`src/rtl/keycode_pkg.sv`:
```
// Shared types and constants for the keycode event queue.
package keycode_pkg;

    localparam int KC_DEPTH_DEFAULT = 8;

    localparam logic [7:0] KC_NONE   = 8'h00;
    localparam logic [7:0] KC_ERR_LO = 8'h01;
    localparam logic [7:0] KC_ERR_HI = 8'h03;

    // One queued key event: press=1 for key-down, press=0 for key-up.
    typedef struct packed {
        logic       press;
        logic [7:0] code;
    } kc_event_t;

    // USB HID error/rollover codes carry no information about which key is held.
    function automatic logic kc_is_rollover(input logic [7:0] kc);
        return (kc >= KC_ERR_LO) && (kc <= KC_ERR_HI);
    endfunction

endpackage

```
`src/rtl/sync_fifo.sv`:
```
// Single-clock FIFO whose head entry is presented from registers (valid/ready read side).
module sync_fifo #(
    parameter  int DATA_W = 9,
    parameter  int DEPTH  = 8,
    localparam int PTR_W  = $clog2(DEPTH),
    localparam int CNT_W  = $clog2(DEPTH) + 1
) (
    input  logic              clk_i,
    input  logic              rst_ni,
    input  logic              wr_valid_i,
    input  logic [DATA_W-1:0] wr_data_i,
    output logic              full_o,
    output logic              rd_valid_o,
    output logic [DATA_W-1:0] rd_data_o,
    input  logic              rd_ready_i,
    output logic [CNT_W-1:0]  count_o
);

    logic [DATA_W-1:0] mem_q [DEPTH];
    logic [PTR_W-1:0]  wr_ptr_q, wr_ptr_d;
    logic [PTR_W-1:0]  rd_ptr_q, rd_ptr_d;
    logic [CNT_W-1:0]  count_q, count_d;
    logic              head_valid_q, head_valid_d;
    logic [DATA_W-1:0] head_data_q, head_data_d;
    logic              push, pop;

    // Fullness is judged on the count at the start of the cycle, so a pop never frees a slot early.
    assign full_o     = (count_q == CNT_W'(DEPTH));
    assign push       = wr_valid_i && !full_o;
    assign pop        = head_valid_q && rd_ready_i;
    assign rd_valid_o = head_valid_q;
    assign rd_data_o  = head_data_q;
    assign count_o    = count_q;

    // Pointer/count update and look-ahead of the next head entry.
    always_comb begin
        wr_ptr_d     = wr_ptr_q;
        rd_ptr_d     = rd_ptr_q;
        count_d      = count_q;
        head_data_d  = head_data_q;
        if (push) wr_ptr_d = wr_ptr_q + PTR_W'(1);
        if (pop)  rd_ptr_d = rd_ptr_q + PTR_W'(1);
        case ({push, pop})
            2'b10:   count_d = count_q + CNT_W'(1);
            2'b01:   count_d = count_q - CNT_W'(1);
            default: count_d = count_q;
        endcase
        head_valid_d = (count_d != '0);
        // The entry being written becomes head when it lands on the new read slot.
        if (count_d != '0) begin
            if (push && (wr_ptr_q == rd_ptr_d)) head_data_d = wr_data_i;
            else                                head_data_d = mem_q[rd_ptr_d];
        end
    end

    // Storage array; contents are only meaningful between the pointers, so no reset.
    always_ff @(posedge clk_i) begin
        if (push) mem_q[wr_ptr_q] <= wr_data_i;
    end

    // Control and head registers.
    always_ff @(posedge clk_i or negedge rst_ni) begin
        if (!rst_ni) begin
            wr_ptr_q     <= '0;
            rd_ptr_q     <= '0;
            count_q      <= '0;
            head_valid_q <= 1'b0;
            head_data_q  <= '0;
        end else begin
            wr_ptr_q     <= wr_ptr_d;
            rd_ptr_q     <= rd_ptr_d;
            count_q      <= count_d;
            head_valid_q <= head_valid_d;
            head_data_q  <= head_data_d;
        end
    end

endmodule

```
`src/rtl/keycode_event_queue.sv`:
```
// Turns a level keycode stream into press/release events queued for a consumer.
module keycode_event_queue
    import keycode_pkg::*;
#(
    parameter  int DEPTH = KC_DEPTH_DEFAULT,
    localparam int CNT_W = $clog2(DEPTH) + 1
) (
    input  logic             clk_clk,
    input  logic             reset_reset_n,
    input  logic [7:0]       keycode,
    output logic             evt_valid,
    output logic             evt_press,
    output logic [7:0]       evt_code,
    input  logic             evt_ready,
    output logic [CNT_W-1:0] count,
    output logic             overflow,
    input  logic             clr_overflow
);

    logic [7:0] cur_key_q, cur_key_d;
    logic       overflow_q, overflow_d;
    logic [7:0] kc_eff;
    logic       push_req;
    logic       fifo_full;
    kc_event_t  push_evt;
    kc_event_t  head_evt;

    // Event generation: release the tracked key first, then press the new one on a later cycle.
    always_comb begin
        kc_eff = keycode;
        if (kc_is_rollover(keycode)) kc_eff = cur_key_q;
        push_req       = (kc_eff != cur_key_q);
        push_evt.press = (cur_key_q == KC_NONE);
        push_evt.code  = (cur_key_q == KC_NONE) ? kc_eff : cur_key_q;
        cur_key_d      = cur_key_q;
        // The tracked key only moves once the event is in the queue; a refused push is retried.
        if (push_req && !fifo_full) cur_key_d = (cur_key_q == KC_NONE) ? kc_eff : KC_NONE;
        overflow_d = overflow_q;
        if (push_req && fifo_full) overflow_d = 1'b1;
        else if (clr_overflow)     overflow_d = 1'b0;
    end

    // Tracked key and sticky overflow flag.
    always_ff @(posedge clk_clk or negedge reset_reset_n) begin
        if (!reset_reset_n) begin
            cur_key_q  <= KC_NONE;
            overflow_q <= 1'b0;
        end else begin
            cur_key_q  <= cur_key_d;
            overflow_q <= overflow_d;
        end
    end

    sync_fifo #(
        .DATA_W ($bits(kc_event_t)),
        .DEPTH  (DEPTH)
    ) u_fifo (
        .clk_i      (clk_clk),
        .rst_ni     (reset_reset_n),
        .wr_valid_i (push_req),
        .wr_data_i  (push_evt),
        .full_o     (fifo_full),
        .rd_valid_o (evt_valid),
        .rd_data_o  (head_evt),
        .rd_ready_i (evt_ready),
        .count_o    (count)
    );

    assign evt_press = head_evt.press;
    assign evt_code  = head_evt.code;
    assign overflow  = overflow_q;

endmodule

```
`config.mk`:
```
export PLATFORM = sky130hd
export DESIGN_NAME = keycode_event_queue
export DESIGN_NICKNAME = d
export VERILOG_FILES = /design/src/rtl/keycode_pkg.sv /design/src/rtl/sync_fifo.sv /design/src/rtl/keycode_event_queue.sv
export SDC_FILE = /design/constraint.sdc
export NUM_CORES = 1
export LEC_CHECK = 0
export BUFFER_PORTS_ARGS = -buffer_cell sky130_fd_sc_hd__buf_2
export CELL_PAD_IN_SITES_DETAIL_PLACEMENT = 0
export CELL_PAD_IN_SITES_GLOBAL_PLACEMENT = 2
export CORE_AREA = 2 2 117 119
export DETAILED_ROUTE_END_ITERATION = 7
export DIE_AREA = 0 0 119 121
export PLACE_DENSITY_LB_ADDON = 0.08
export SKIP_CTS_REPAIR_TIMING = 1
export SLEW_MARGIN = 20
export SYNTH_ARGS = -nofsm -noshare
export SYNTH_HDL_FRONTEND = slang
export SYNTH_HIERARCHICAL = 1
export SYNTH_SLANG_ARGS = --single-unit
```
`constraint.sdc`:
```
create_clock -name clk_clk -period 3.1 [get_ports clk_clk]
set_input_delay 0 -clock clk_clk [delete_from_list [all_inputs] [get_ports clk_clk]]
set_output_delay 0 -clock clk_clk [all_outputs]
set_load 0.02 [all_outputs]
```
---- After elaboration in Yosys (flattened, before gate mapping) ----
Memory sizes are Yosys's and may differ from the RTL's. A register that Yosys moved wholly into a read port is not among the register bits.
Cells that the tools add are included.
Widths: inputs -> output; s select.
storage, ports and cells
  bits of input ports ..................... 12
  bits in latches ......................... 0
  logic and storage cells ................. 35
  memory bits (writable) .................. 72
  memories ................................ 1
  register bits ........................... 20
  ROM bits ................................ 0
memories
  memory        depth  width  rd ports  clocked after Yosys merged registers in  write ports  RTL line         text
  u_fifo.mem_q  8      9      1         1                                        1            sync_fifo.sv:19  logic [DATA_W-1:0] mem_q [DEPTH];
cells by class
  divide/modulo/power cells ............... 0
  equality and inequality tests ........... 4
  bitwise operators ....................... 0
  add/sub/neg operators ................... 4
  reduce and logical (&&, ||, !) cells .... 9
  magnitude comparators ................... 2
  mux-type cells .......................... 9
  shift operators ......................... 0
  multipliers ............................. 0
operators by type and width
  kind                 count
  $mux 8               3
  $ge 8x1->1 const B   1
  $le 8x2->1 const B   1
  $logic_not 8->1      1
  $ne 8x8->1           1
  $pmux 4 s2           1
  $add 3x1->3 const B  2
  $add 4x1->4 const B  1
  $eq 4x4->1 const B   1
  $logic_and 1x1->1    4
  $mux 1               4
  $reduce_bool 4->1    1
  $sub 4x1->4 const B  1
  $mux 3               1
  $eq 2x1->1 const B   1
  $eq 2x2->1 const B   1
  $logic_not 1->1      2
  $reduce_bool 2->1    1

---- Logic depth before layout (Yosys ltp) ----
  word-level depth ........................ 8
  gate-level depth with buffers ........... 15

---- Hierarchy ----
Netlist, hierarchy kept.
by module, submodules not included
  module               area an instance (um^2)  cells each  times used
  sync_fifo            4,259.1                  344         1
  keycode_event_queue  626.9                    75          1

---- Worst setup path after synthesis ----
Ideal clock, no wire load.
  path kind ............................... flip-flop to flip-flop
  start point ............................. register u_fifo.count_q[0], in the netlist u_fifo/count_o[0]
  end point ............................... register u_fifo.head_data_q[0], in the netlist u_fifo/rd_data_o[0] (read register of u_fifo.mem_q)
  data required time ...................... 3.020 ns
  arrival ................................. 3.169 ns
  buffers on the path ..................... 1
  cell stages (with the launch flop) ...... 13
  setup slack ............................. -0.149 ns
  library setup time ...................... 0.080 ns
  cell sequence ........................... dfrtp_1 > nor4b_2 > nor2b_2 > inv_2 > ha_1 > xor2_1 > ha_1 > a21oi_1 > mux2_4 > mux2_1 > a22o_1 > buf_6 > o211ai_2
between the ends
  cells in the longest elaborated chain, start to end .. 6
ends and longest elaborated chain
  element                                          RTL line                   text
  from (decl)                                      sync_fifo.sv:22            logic [CNT_W-1:0] count_q, count_d;
  from (signal assigned)                           sync_fifo.sv:72            count_q <= count_d;
  $eq 4x4->1 *                                     sync_fifo.sv:28            assign full_o = (count_q == CNT_W'(DEPTH));
  named net fifo_full                              keycode_event_queue.sv:24  logic fifo_full;
  $logic_not 1->1 *                                sync_fifo.sv:29            assign push = wr_valid_i && !full_o;
  $logic_and 1x1->1 *                              sync_fifo.sv:29
  $eq 2x1->1 / $eq 2x2->1 (equally long branches)  sync_fifo.sv:43            case ({push, pop})
  $pmux 4 s2 *                                     sync_fifo.sv:43
  $reduce_bool 4->1 *                              sync_fifo.sv:50            if (count_d != '0) begin
  to (decl)                                        sync_fifo.sv:24            logic [DATA_W-1:0] head_data_q, head_data_d;
Mark *: on every way through the listed nets, which the timed path passes. The rest lies on a longest branch.
A chain may end at the register's enable or synchronous reset.

---- Worst setup path in the final report ----
  start point ............................. register cur_key_q[1]
  end point ............................... register u_fifo.head_data_q[5], in the netlist u_fifo/rd_data_o[5] (read register of u_fifo.mem_q)
between the ends
  cells in the longest elaborated chain, start to end .. 6
ends and longest elaborated chain
  element                                          RTL line                   text
  from (decl)                                      keycode_event_queue.sv:20  logic [7:0] cur_key_q, cur_key_d;
  from (signal assigned)                           keycode_event_queue.sv:49  cur_key_q <= cur_key_d;
  $mux 8                                           keycode_event_queue.sv:31  if (kc_is_rollover(keycode)) kc_eff = cur_key_q;
  $ne 8x8->1 *                                     keycode_event_queue.sv:32  push_req = (kc_eff != cur_key_q);
  named net push_req                               keycode_event_queue.sv:23  logic push_req;
  $logic_and 1x1->1 *                              sync_fifo.sv:29
  $eq 2x1->1 / $eq 2x2->1 (equally long branches)  sync_fifo.sv:43
  $pmux 4 s2 *                                     sync_fifo.sv:43
  $reduce_bool 4->1 *                              sync_fifo.sv:50
Marks and branches as above.

==> results.txt <==
CP endpoint kind = flop
Via count = 3783
Commonest non-fill, non-tap cell in the layout = edfxtp_1
LEAKAGE = 2.27 nW
Hold Vio Cnt, Final = 0
Final setup viols = 9
Reg power frac = 0.336
Final worst path period share = 1.05
RSZ-0062 raised after global routing = yes
Area leader, netlist = edfxtp_1
Placeable Area = 0.0131 mm^2
IO Port Bufs = 26
Fin crit period = 3.25 ns
Failing checks = negative setup slack
Area Overhead vs Synth = 23.7%
Fmax achieved = 0.307 GHz
Hold path start = keycode[5]
GRT overflow = 0
Max-slew violations = 0
Crit start category = flop
Initial antenna violation count = 0
Later-pin clock latency in the skew report = 0.35 ns
Vias in the first global route = 3658
Die area = 0.0144 mm^2
Reg-to-Reg End = u_fifo/rd_data_o[5]
Largest net degree at the start of global routing = 38
Final WS setup = -0.154 ns
Worst reg2reg setup slack = -0.15 ns
VDD IR max = 0.385 mV
Fin util = 0.462
Arr. time, crit path = 3.52 ns
Starting DRC count in detailed routing = 344
Avg Cell Area, Syn = 11.7 um^2
P_int = 0.00420 W
FILL cells = 1215
Post-synth cell types = 60
Pwr Total = 0.00725 W
H-tree levels = 3
Pre-CTS setup slack = -0.116 ns
Post-DP HPWL = 8930 um
Switching Fraction = 0.421
GRT Total Usage = 0.203
Post-synth EDFFs = 72
N_diodes = 0
Starting density of the core = 0.373
Least-Margin Pin Slew = 0.850 ns
Initial DRT Pass Iterations = 4
Main flop type after synthesis = edfxtp_1
Psw = 0.00305 W
Total Wirelength = 14300 um
Critical path fanouts, max = 5
Sequential area share after synthesis = 0.591
DR WL/cell = 21.1 um
CTS tree = done
Syn Inst Count = 419
Worst-case reg-to-reg path depth = 15
Die Width = 119 um
Outcome = complete, but fails checks
Yosys warns = 6
Worst Hold End = cur_key_q[5]
Post-synth net total = 436
Share of layout cells above drive strength 1 = 0.287
Clk_skew = 0.0102 ns
Clock Power Share = 0.149
Hold slack = 0.0292 ns
CTS Buf Count = 9
First-pass GRT wire length = 21800 um
CTS clock-pin slew for the worst setup and hold paths = 0.07 ns
GP Congestion = 0.818
R2r startpoint = cur_key_q[1]
Max_cap viols = 0
Vias per inst = 5.58
CTS Sinks = 101
Cell Rows = 42
Chip height = 121 um
Worst hold path depth = 4
Power per cell area = 1200 mW/mm^2
Synth top area cells = edfxtp_1, dfrtp_1, nor3_1
I/O pin cnt = 27
Fin nets = 514
Final antenna-violating net count = 0
CP startpoint = cur_key_q[1]
Crit path kind = flop to flop
CP required = 3.37 ns
Min-Delay Path Class = primary input to flop
Longest Clk Path Bufs = 2
Yosys top cell area share = 0.443
Drt drc = 0
Clk root buf = clkbuf_16
Post-Syn Area = 0.00489 mm^2
Comb power frac = 0.515
Flops & latches, synth = 101
Post-synth ARST share = 0.287
Slew headroom = 0.433
Commonest cells after routing, fill and taps aside = edfxtp_1, buf_4, nor3_1
routing by layer:
layer / GRT usage / part of all wire / vias up
met4: 0.0744 / 0.018 / 0
met1: 0.287 / 0.46 / 1870
met3: 0.0277 / 0.045 / 22
met2: 0.320 / 0.47 / 100
met5: 0 / 0 / -
li1: - / - / 1791
worst max-delay path, stage by stage, from the launching register on:
cell,delay (ns)
dfrtp_1,0.41
xnor2_2,0.18
o2111ai_2,0.16
o21bai_2,0.25
nand2_2,0.09
nor2b_4,0.15
inv_4,0.07
ha_4,0.14
buf_6,0.09
or3b_4,0.36
a2111o_1,0.43
o211a_4,0.17
buf_6,0.12
a22o_4,0.26
buf_6,0.14
o211ai_2,0.15
Yosys cell counts (3+ instances only):
master and instances:
edfxtp_1 72, nor3_1 45, a21oi_1 41, o22ai_1 36, dfrtp_1 29, nand2_1 25, nand3_1 16, inv_1 12
nand4_1 11, nor2_1 11, o2111ai_1 11, buf_2 10, o211ai_2 9, clkbuf_1 7, buf_1 6, xnor2_1 6
ha_1 5, nand2b_1 5, xor2_1 5, o21ai_0 4, a21boi_1 3, a22oi_1 3
worst max path at each step:
stage                          endpoint  slack (ns)  cells past startpoint
finish              u_fifo/rd_data_o[5]       -0.15                     15
global route        u_fifo/rd_data_o[4]       -0.31                     15
CTS                 u_fifo/rd_data_o[3]       -0.14                     15
detailed placement  u_fifo/rd_data_o[3]       -0.12                     16
global placement    u_fifo/rd_data_o[4]       -0.06                     16
floorplan           u_fifo/rd_data_o[0]      0.0005                     15
layout make-up:
type | count | area, um^2 | share of cell area
Clock inverter | 7 | 57.6 | 0.00953
Tap cell | 176 | 220 | 0.0364
Timing Repair Buffer | 91 | 649 | 0.107
Clock buffer | 9 | 225 | 0.0373
Multi-Input combinational cell | 281 | 1950 | 0.322
Inverter | 13 | 55.1 | 0.00911
Sequential cell | 101 | 2890 | 0.478
cell families (layout without fill, tap and decap cells):
group,Yosys count,in the layout,share of synthesized area
mux,5,5,0.0128
xor+xnor,11,11,0.0197
simple gates,138,138,0.159
fa+ha+maj,5,5,0.0128
buf+inv,37,120,0.0325
flops,101,101,0.591
compound gates,122,122,0.173
flip-flops by register name (all words and copies together), names as in the netlist:
| signal | flops |
|---|---|
| u_fifo/rd_data_o | 9 |
| u_fifo/wr_ptr_q | 3 |
| cur_key_q | 8 |
| u_fifo/rd_ptr_q | 3 |
| u_fifo/mem_q | 72 |
| overflow | 1 |
| u_fifo/count_o | 4 |
| u_fifo/rd_valid_o | 1 |
per-stage QoR:
step                cell area [um^2]  setup TNS, ns  std cells
CTS                             5840          -1.06        665
detailed placement              5560         -0.876        649
finish                          6040          -1.13        678
global route                    6040          -2.66        678
floorplan                       4910              0        419
global placement                5560         -0.524        649
power by group through the flow:
stage / registers (W) / clock network, W / logic [W]
6_report: 0.00244 / 0.00108 / 0.00373
2_1_floorplan: 0.00252 / 0 / 0.00211
4_1_cts: 0.00244 / 0.00112 / 0.00355
3_5_place_dp: 0.00247 / 0 / 0.00354
5_1_grt: 0.00249 / 0.00117 / 0.00405
3_3_place_gp: 0.00246 / 0 / 0.00348
Power figures use the tool's default switching activity.
